### src/rtl/mips_immediate_extend_stage_pkg.sv
// Shared encodings and control-word type for the immediate extend stage and its forwarding users.
// Field-select macros IMM_CTRL_EXTEND / IMM_CTRL_SHIFT are defined alongside the package.
`ifndef MIPS_IMMEDIATE_EXTEND_STAGE_PKG_SV
`define MIPS_IMMEDIATE_EXTEND_STAGE_PKG_SV

`define IMM_CTRL_EXTEND(c) c.extend
`define IMM_CTRL_SHIFT(c) c.shift

package mips_immediate_extend_stage_pkg;

  typedef enum logic {
    ExtSigned   = 1'b0,
    ExtUnsigned = 1'b1
  } extend_e;

  typedef enum logic {
    ShiftNone   = 1'b0,
    ShiftLeft16 = 1'b1
  } shift_e;

  typedef struct packed {
    extend_e extend;
    shift_e  shift;
  } imm_ctrl_t;

  localparam int unsigned LEFT16_AMOUNT = 16;

endpackage

`endif

### src/rtl/mips_immediate_extend_stage_if.sv
// Upstream/downstream valid-ready bundle of the immediate extend stage.
// master = the surrounding pipeline, slave = the stage itself.
interface mips_immediate_extend_stage_if #(
  parameter int unsigned IMM_WIDTH  = 16,
  parameter int unsigned DATA_WIDTH = 32,
  parameter int unsigned TAG_WIDTH  = 32
);

  logic                  in_valid;
  logic                  in_ready;
  logic [IMM_WIDTH-1:0]  in_imm;
  logic                  in_extend;
  logic                  in_shift;
  logic [TAG_WIDTH-1:0]  in_tag;
  logic                  out_valid;
  logic                  out_ready;
  logic [DATA_WIDTH-1:0] out_imm;
  logic [TAG_WIDTH-1:0]  out_tag;

  modport master (
    output in_valid, in_imm, in_extend, in_shift, in_tag, out_ready,
    input  in_ready, out_valid, out_imm, out_tag
  );

  modport slave (
    input  in_valid, in_imm, in_extend, in_shift, in_tag, out_ready,
    output in_ready, out_valid, out_imm, out_tag
  );

endinterface

### src/rtl/mips_immediate_extend_compute.sv
// Combinational immediate extend/shift; shared with the operand forwarding logic.
// Left16 ignores the extend mode and truncates to DATA_WIDTH when the immediate is as wide.
module mips_immediate_extend_compute
  import mips_immediate_extend_stage_pkg::*;
#(
  parameter int unsigned IMM_WIDTH  = 16,
  parameter int unsigned DATA_WIDTH = 32
) (
  input  logic [IMM_WIDTH-1:0]  imm,
  input  imm_ctrl_t             ctrl,
  output logic [DATA_WIDTH-1:0] result
);

  always_comb begin
    result = DATA_WIDTH'(imm);
    if (`IMM_CTRL_SHIFT(ctrl) == ShiftLeft16) begin
      result = DATA_WIDTH'(imm) << LEFT16_AMOUNT;
    end else if (`IMM_CTRL_EXTEND(ctrl) == ExtSigned) begin
      result = DATA_WIDTH'($signed(imm));
    end
  end

endmodule

### src/rtl/mips_immediate_extend_stage.sv
// Decode-to-execute immediate stage: extend/shift, registered behind a 2-entry skid buffer.
// Optional stall counter enabled by MIPS_IMMEDIATE_EXTEND_STAGE_STALL_COUNT_EN.
module mips_immediate_extend_stage
  import mips_immediate_extend_stage_pkg::*;
#(
  parameter int unsigned DATA_WIDTH = 32,
  parameter int unsigned IMM_WIDTH  = 16,
  parameter int unsigned TAG_WIDTH  = 32
) (
  input  logic                               clock,
  input  logic                               reset,
  input  logic                               flush,
  mips_immediate_extend_stage_if.slave       bus
`ifdef MIPS_IMMEDIATE_EXTEND_STAGE_STALL_COUNT_EN
  ,
  output logic [31:0]                        stall_count
`endif
);

  imm_ctrl_t             in_ctrl;
  logic [DATA_WIDTH-1:0] in_result;
  logic                  accept;
  logic                  pop;

  logic                  vm_q, vm_d;
  logic                  vs_q, vs_d;
  logic [DATA_WIDTH-1:0] m_imm_q, m_imm_d;
  logic [TAG_WIDTH-1:0]  m_tag_q, m_tag_d;
  logic [DATA_WIDTH-1:0] s_imm_q, s_imm_d;
  logic [TAG_WIDTH-1:0]  s_tag_q, s_tag_d;

  assign in_ctrl = '{extend: extend_e'(bus.in_extend), shift: shift_e'(bus.in_shift)};

  mips_immediate_extend_compute #(
    .IMM_WIDTH  (IMM_WIDTH),
    .DATA_WIDTH (DATA_WIDTH)
  ) u_compute (
    .imm    (bus.in_imm),
    .ctrl   (in_ctrl),
    .result (in_result)
  );

  // in_ready comes straight from a flop, so out_ready never reaches it combinationally.
  assign bus.in_ready  = !vs_q;
  assign bus.out_valid = vm_q;
  assign bus.out_imm   = m_imm_q;
  assign bus.out_tag   = m_tag_q;

  assign accept = bus.in_valid && !vs_q;
  assign pop    = vm_q && bus.out_ready;

  always_comb begin
    vm_d    = vm_q;
    vs_d    = vs_q;
    m_imm_d = m_imm_q;
    m_tag_d = m_tag_q;
    s_imm_d = s_imm_q;
    s_tag_d = s_tag_q;
    if (flush) begin
      vm_d = 1'b0;
      vs_d = 1'b0;
    end else if (!vm_q) begin
      if (accept) begin
        vm_d    = 1'b1;
        m_imm_d = in_result;
        m_tag_d = bus.in_tag;
      end
    end else if (pop) begin
      if (vs_q) begin
        m_imm_d = s_imm_q;
        m_tag_d = s_tag_q;
        vs_d    = 1'b0;
      end else if (accept) begin
        m_imm_d = in_result;
        m_tag_d = bus.in_tag;
      end else begin
        vm_d = 1'b0;
      end
    end else if (accept) begin
      vs_d    = 1'b1;
      s_imm_d = in_result;
      s_tag_d = bus.in_tag;
    end
  end

  always_ff @(posedge clock) begin
    if (reset) begin
      vm_q    <= 1'b0;
      vs_q    <= 1'b0;
      m_imm_q <= '0;
      m_tag_q <= '0;
      s_imm_q <= '0;
      s_tag_q <= '0;
    end else begin
      vm_q    <= vm_d;
      vs_q    <= vs_d;
      m_imm_q <= m_imm_d;
      m_tag_q <= m_tag_d;
      s_imm_q <= s_imm_d;
      s_tag_q <= s_tag_d;
    end
  end

`ifdef MIPS_IMMEDIATE_EXTEND_STAGE_STALL_COUNT_EN
  logic [31:0] stall_q;

  always_ff @(posedge clock) begin
    if (reset) begin
      stall_q <= '0;
    end else if (vm_q && !bus.out_ready && (stall_q != 32'hFFFF_FFFF)) begin
      stall_q <= stall_q + 32'd1;
    end
  end

  assign stall_count = stall_q;
`endif

endmodule

### src/flat_wrapper.sv
// flat-port wrapper written by rule: the top's interface ports become plain ports
module mips_immediate_extend_stage_flat import mips_immediate_extend_stage_pkg::*;
#(
  parameter int unsigned DATA_WIDTH = 32,
  parameter int unsigned IMM_WIDTH  = 16,
  parameter int unsigned TAG_WIDTH  = 32
)
  (clock, reset, flush, bus_in_valid, bus_in_imm, bus_in_extend, bus_in_shift, bus_in_tag, bus_out_ready, bus_in_ready, bus_out_valid, bus_out_imm, bus_out_tag);
  mips_immediate_extend_stage_if #(.IMM_WIDTH(IMM_WIDTH), .DATA_WIDTH(DATA_WIDTH), .TAG_WIDTH(TAG_WIDTH)) bus_i ();
  input  logic clock;
  input  logic reset;
  input  logic flush;
  input wire logic [$bits(bus_i.in_valid)-1:0] bus_in_valid;
  input wire logic [$bits(bus_i.in_imm)-1:0] bus_in_imm;
  input wire logic [$bits(bus_i.in_extend)-1:0] bus_in_extend;
  input wire logic [$bits(bus_i.in_shift)-1:0] bus_in_shift;
  input wire logic [$bits(bus_i.in_tag)-1:0] bus_in_tag;
  input wire logic [$bits(bus_i.out_ready)-1:0] bus_out_ready;
  output wire logic [$bits(bus_i.in_ready)-1:0] bus_in_ready;
  output wire logic [$bits(bus_i.out_valid)-1:0] bus_out_valid;
  output wire logic [$bits(bus_i.out_imm)-1:0] bus_out_imm;
  output wire logic [$bits(bus_i.out_tag)-1:0] bus_out_tag;
  assign bus_i.in_valid = bus_in_valid;
  assign bus_i.in_imm = bus_in_imm;
  assign bus_i.in_extend = bus_in_extend;
  assign bus_i.in_shift = bus_in_shift;
  assign bus_i.in_tag = bus_in_tag;
  assign bus_i.out_ready = bus_out_ready;
  assign bus_in_ready = bus_i.in_ready;
  assign bus_out_valid = bus_i.out_valid;
  assign bus_out_imm = bus_i.out_imm;
  assign bus_out_tag = bus_i.out_tag;
  mips_immediate_extend_stage #(.DATA_WIDTH(DATA_WIDTH), .IMM_WIDTH(IMM_WIDTH), .TAG_WIDTH(TAG_WIDTH)) u_core (.clock(clock), .reset(reset), .flush(flush), .bus(bus_i));
endmodule
### config.mk
export PLATFORM = sky130hd
export DESIGN_NAME = mips_immediate_extend_stage_flat
export DESIGN_NICKNAME = d
export VERILOG_FILES = /design/src/rtl/mips_immediate_extend_stage_pkg.sv /design/src/rtl/mips_immediate_extend_stage_if.sv /design/src/rtl/mips_immediate_extend_compute.sv /design/src/rtl/mips_immediate_extend_stage.sv /design/src/flat_wrapper.sv
export SDC_FILE = /design/constraint.sdc
export NUM_CORES = 1
export LEC_CHECK = 0
export CAP_MARGIN = 20
export CORE_ASPECT_RATIO = 1.2
export CORE_MARGIN = 4
export CORE_UTILIZATION = 46
export CTS_CLUSTER_DIAMETER = 80
export CTS_CLUSTER_SIZE = 14
export DETAILED_ROUTE_END_ITERATION = 8
export PLACE_DENSITY = 0.75
export SYNTH_ARGS = -nofsm -noshare
export SYNTH_HDL_FRONTEND = slang
export SYNTH_SLANG_ARGS = --single-unit
### constraint.sdc
create_clock -name clock -period 1.5 [get_ports clock]
set_input_delay 0.15 -clock clock [delete_from_list [all_inputs] [get_ports clock]]
set_output_delay 0.15 -clock clock [all_outputs]
set_load 0.1 [all_outputs]
==> summary.txt, run 1 <==
Global route
  – Met3 usage: 0.06751
  – Vias in the first global route: 5857
  – Met1 usage: 0.2686
  – Most Crowded Layer GR: met2
  – GRT met2 Usage: 0.4590
  – Initial antenna violation count: 1
  – Largest net degree at the start of global routing: 43
  – First-pass GRT wire length: 27.93 mm
  – Total congestion overflow: 0
  – Total GRT Usage: 0.2534

Setup path
  – CP max stage cell: dfxtp_4
  – Data required, critical path: 1830 ps
  – RR Endpoint: u_core.bus.out_imm[11]$_SDFFE_PP0P_
  – Critical path buffers and inverters: 3
  – Crit-path leading delay family: buffers and inverters
  – Crit path DAT: 1910 ps
  – Crit-path max cell delay: 380 ps
  – WP depth: 7
  – Kind of critical path: flop to flop
  – Critical Path Start Type: flop
  – CP max FO: 9
  – R2R Path Start: u_core.vs_q$_SDFFE_PP0P_
  – Cell Chain, Critical Path: nand2b_4 -> a211oi_4 -> buf_6 -> buf_12 -> clkbuf_16 -> nor2_1 -> nor3_1
  – CP Capture Type: flop
  – CP Launch Point: u_core.vs_q$_SDFFE_PP0P_
  – FF-to-FF setup slack: -80 ps
  – Number of cells on the worst reg-to-reg path: 7

Floorplan
  – Io pins: 121
  – Die width: 108.2 um
  – Starting Density: 0.4747
  – Row count: 43
  – CORE AREA: 11670 um^2
  – Die H: 128.2 um
  – Die area: 13870 um^2

Hold path
  – Worst Hold Class: primary input to flop
  – Worst Hold End: u_core.s_imm_q[13]$_SDFFE_PP0P_
  – Hold path start: reset
  – Worst Hold Depth: 2

Synth
  – Synth Register Bits: 130
  – Sequential share of the synthesized area: 0.4696
  – Post-Syn Instances: 718
  – Synth cell types: 25
  – Synth warn: 0
  – Synthesized area: 5542 um^2
  – Mean post-synth cell area: 7.718 um^2
  – Mapped Nets: 773

Pwr
  – Max VDD drop: 0.8114 mV
  – Power density over the cells: 1177 nW/um^2
  – Leak: 3.295 nW

Placement
  – HPWL after DPL: 11.35 mm
  – Placed cell area: 7710 um^2
  – GPL Wtd Cong: 0.8751
  – Port Buf Inserts: 120

Routing
  – TritonRoute pass-1 iters: 5
  – Violation count after the first detailed-route iteration: 494
  – DR vias/cell: 5.851
  – Post-DRT Antenna Nets: 0
  – Vias: 5921
  – Routed WL per cell: 19.03 um
  – Final wirelength: 19.26 mm
  – DRC Markers: 0

Timing
  – RSZ-0062 raised after global routing: yes
  – Hold Slack: 232.4 ps
  – Worst-Margin Slew: 529.6 ps
  – Crit path time final: 1578 ps
  – FMAX: 633.9 MHz
  – Fin. Hold Viols: 0
  – Setup ws final: -77.60 ps
  – Setup violations, final: 37
  – Max transition margin: 0.6470
  – Fin crit share: 1.052
  – Max-slew violations: 0
  – Clk_skew: 11.42 ps

CTS
  – TritonCTS clock tree: built
  – Root Driver: clkbuf_16
  – Reg clk slew, reported paths: 60 ps
  – Clock tree sinks: 130
  – Number of buffers created by CTS: 17
  – CTS H-tree depth: 4
  – Clk_lat worst skew: 420 ps
  – Clock Path Buffers: 2

Job
  – Maximum capacitance violations: 0

Final layout
  – Area occupied by multi-input gates: 2733 um^2
  – Share of cells above drive strength 1: 0.2342
  – FF/Latch Area: 2610 um^2
  – Layout Nets: 896
  – Design area: 8989 um^2
  – Syn-to-layout area delta: 62.20%
  – Number of fillers in the final layout: 748

Run status
  – Status: finished, violations left
  – Failing checks: setup timing
[cell families (layout without fill, tap and decap cells)]
| kind of cell | count (synthesis) | after routing | synth area share |
|---|---|---|---|
| simple gates | 283 | 283 | 0.2183 |
| other cells | 0 | 1 | 0 |
| flops | 130 | 130 | 0.4696 |
| compound gates | 197 | 197 | 0.2346 |
| buf+inv | 108 | 244 | 0.07745 |
[cells in the mapped netlist]
library cell | count | area (um^2)
or2_2 | 1 | 6.260
o22ai_1 | 33 | 206.5
a311oi_1 | 15 | 131.4
a32oi_1 | 32 | 280.3
or4_1 | 1 | 7.510
nand3b_1 | 16 | 120.1
or3b_2 | 1 | 8.760
clkbuf_1 | 56 | 210.2
a21oi_1 | 68 | 340.3
nor3_1 | 17 | 85.08
buf_2 | 16 | 80.08
nor4_2 | 1 | 12.51
a211o_1 | 1 | 8.760
a211oi_4 | 1 | 20.02
nor2_1 | 112 | 420.4
nand2_1 | 100 | 375.4
nand2b_1 | 1 | 6.260
a211oi_1 | 16 | 120.1
a21o_1 | 15 | 112.6
dfxtp_1 | 130 | 2603
buf_4 | 1 | 7.510
nor2b_1 | 2 | 12.51
nand3_1 | 31 | 155.2
inv_1 | 35 | 131.4
o21ai_0 | 16 | 80.08
[registers in the layout, indices dropped and copies added (netlist names)]
register,cells
u_core.s_imm_q,32
u_core.s_tag_q,32
u_core.bus.out_valid,1
u_core.bus.out_imm,32
u_core.vs_q,1
u_core.bus.out_tag,32
[layout make-up]
| type | count | area share |
|---|---|---|
| Antenna cell | 1 | 0.0002784 |
| Clock buffer | 21 | 0.05470 |
| Clock inverter | 11 | 0.01656 |
| Inverter | 35 | 0.01503 |
| Multi-Input combinational cell | 480 | 0.3040 |
| Sequential cell | 130 | 0.2904 |
| Tap cell | 157 | 0.02185 |
| Timing Repair Buffer | 177 | 0.2972 |
[repair_timing]
action / in CTS / in global routing
hold buffers: 0 / 0
buffers inserted: 2 / 5
cloned: 3 / 8
pin swaps: 9 / 26
gates resized for setup: 9 / 52
endpoints found under the setup margin: 29 / 123
[layout by cell type, fill, tap and decap left out, types with 4 or more instances in the layout]
cell             count
dfxtp_1            128
nor2_1              99
nand2_1             98
buf_12              79
a21oi_1             68
clkdlybuf4s50_1     52
inv_1               34
a32oi_1             32
nand3_1             30
o22ai_1             28
buf_4               27
clkbuf_16           25
o21ai_0             16
nand3b_1            16
a21o_1              15
nor3_1              14
a211oi_1            11
a311oi_1             9
nor2_2               9
buf_6                8
a311oi_2             6
a211oi_2             5
clkinvlp_4           4
nor2_4               4
[how the worst max path moves through the flow]
| stage | endpoint | slack, ps |
|---|---|---|
| detailed placement | u_core.s_imm_q[24]$_SDFFE_PP0P_ | -380 |
| global placement | u_core.s_tag_q[13]$_SDFFE_PP0P_ | -270 |
| global route | u_core.bus.out_imm[4]$_SDFFE_PP0P_ | -150 |
| floorplan | u_core.s_tag_q[26]$_SDFFE_PP0P_ | -250 |
| finish | u_core.bus.out_imm[11]$_SDFFE_PP0P_ | -80 |
| CTS | u_core.bus.out_imm[2]$_SDFFE_PP0P_ | -30 |
[report_power, final]
| group | leakage, nW | internal (mW) | total (mW) | switching [mW] |
|---|---|---|---|---|
| registers | 1.06 | 3.59 | 3.74 | 0.154 |
| logic | 1.93 | 0.934 | 2.42 | 1.48 |
| clock network | 0.307 | 2.85 | 4.41 | 1.56 |
| total | 3.30 | 7.38 | 10.6 | 3.20 |
[per-stage QoR]
step	utilization	std cells	total power, mW	setup slack, ps	TNS (ps)
final	0.7699	1012	10.58	-77.60	-951.1
after global routing	0.7699	1012	10.86	-151.9	-5091
after CTS	0.7276	998	10.44	-29.66	-204.6
after detailed placement	0.6604	961	6.039	-378.0	-39560
after global placement	0.6604	961	6.004	-265.5	-29450
after floorplan	-	718	5.115	-247.4	-23440
[per-layer routing]
metal	vias up	routed length [um]
met1	2776	6951
met5	-	0
met4	0	731
met3	71	1547
met2	334	10030
li1	2740	-
Note: power is estimated with default switching activity, not from simulation.
==> run 2, diff against run 1 <==
Settings changed: CAP_MARGIN 20 to default, CTS_CLUSTER_SIZE 14 to 12.
==> results of run 2 <==
No change in the layout: final DEF, timing and power equal those of run 1.
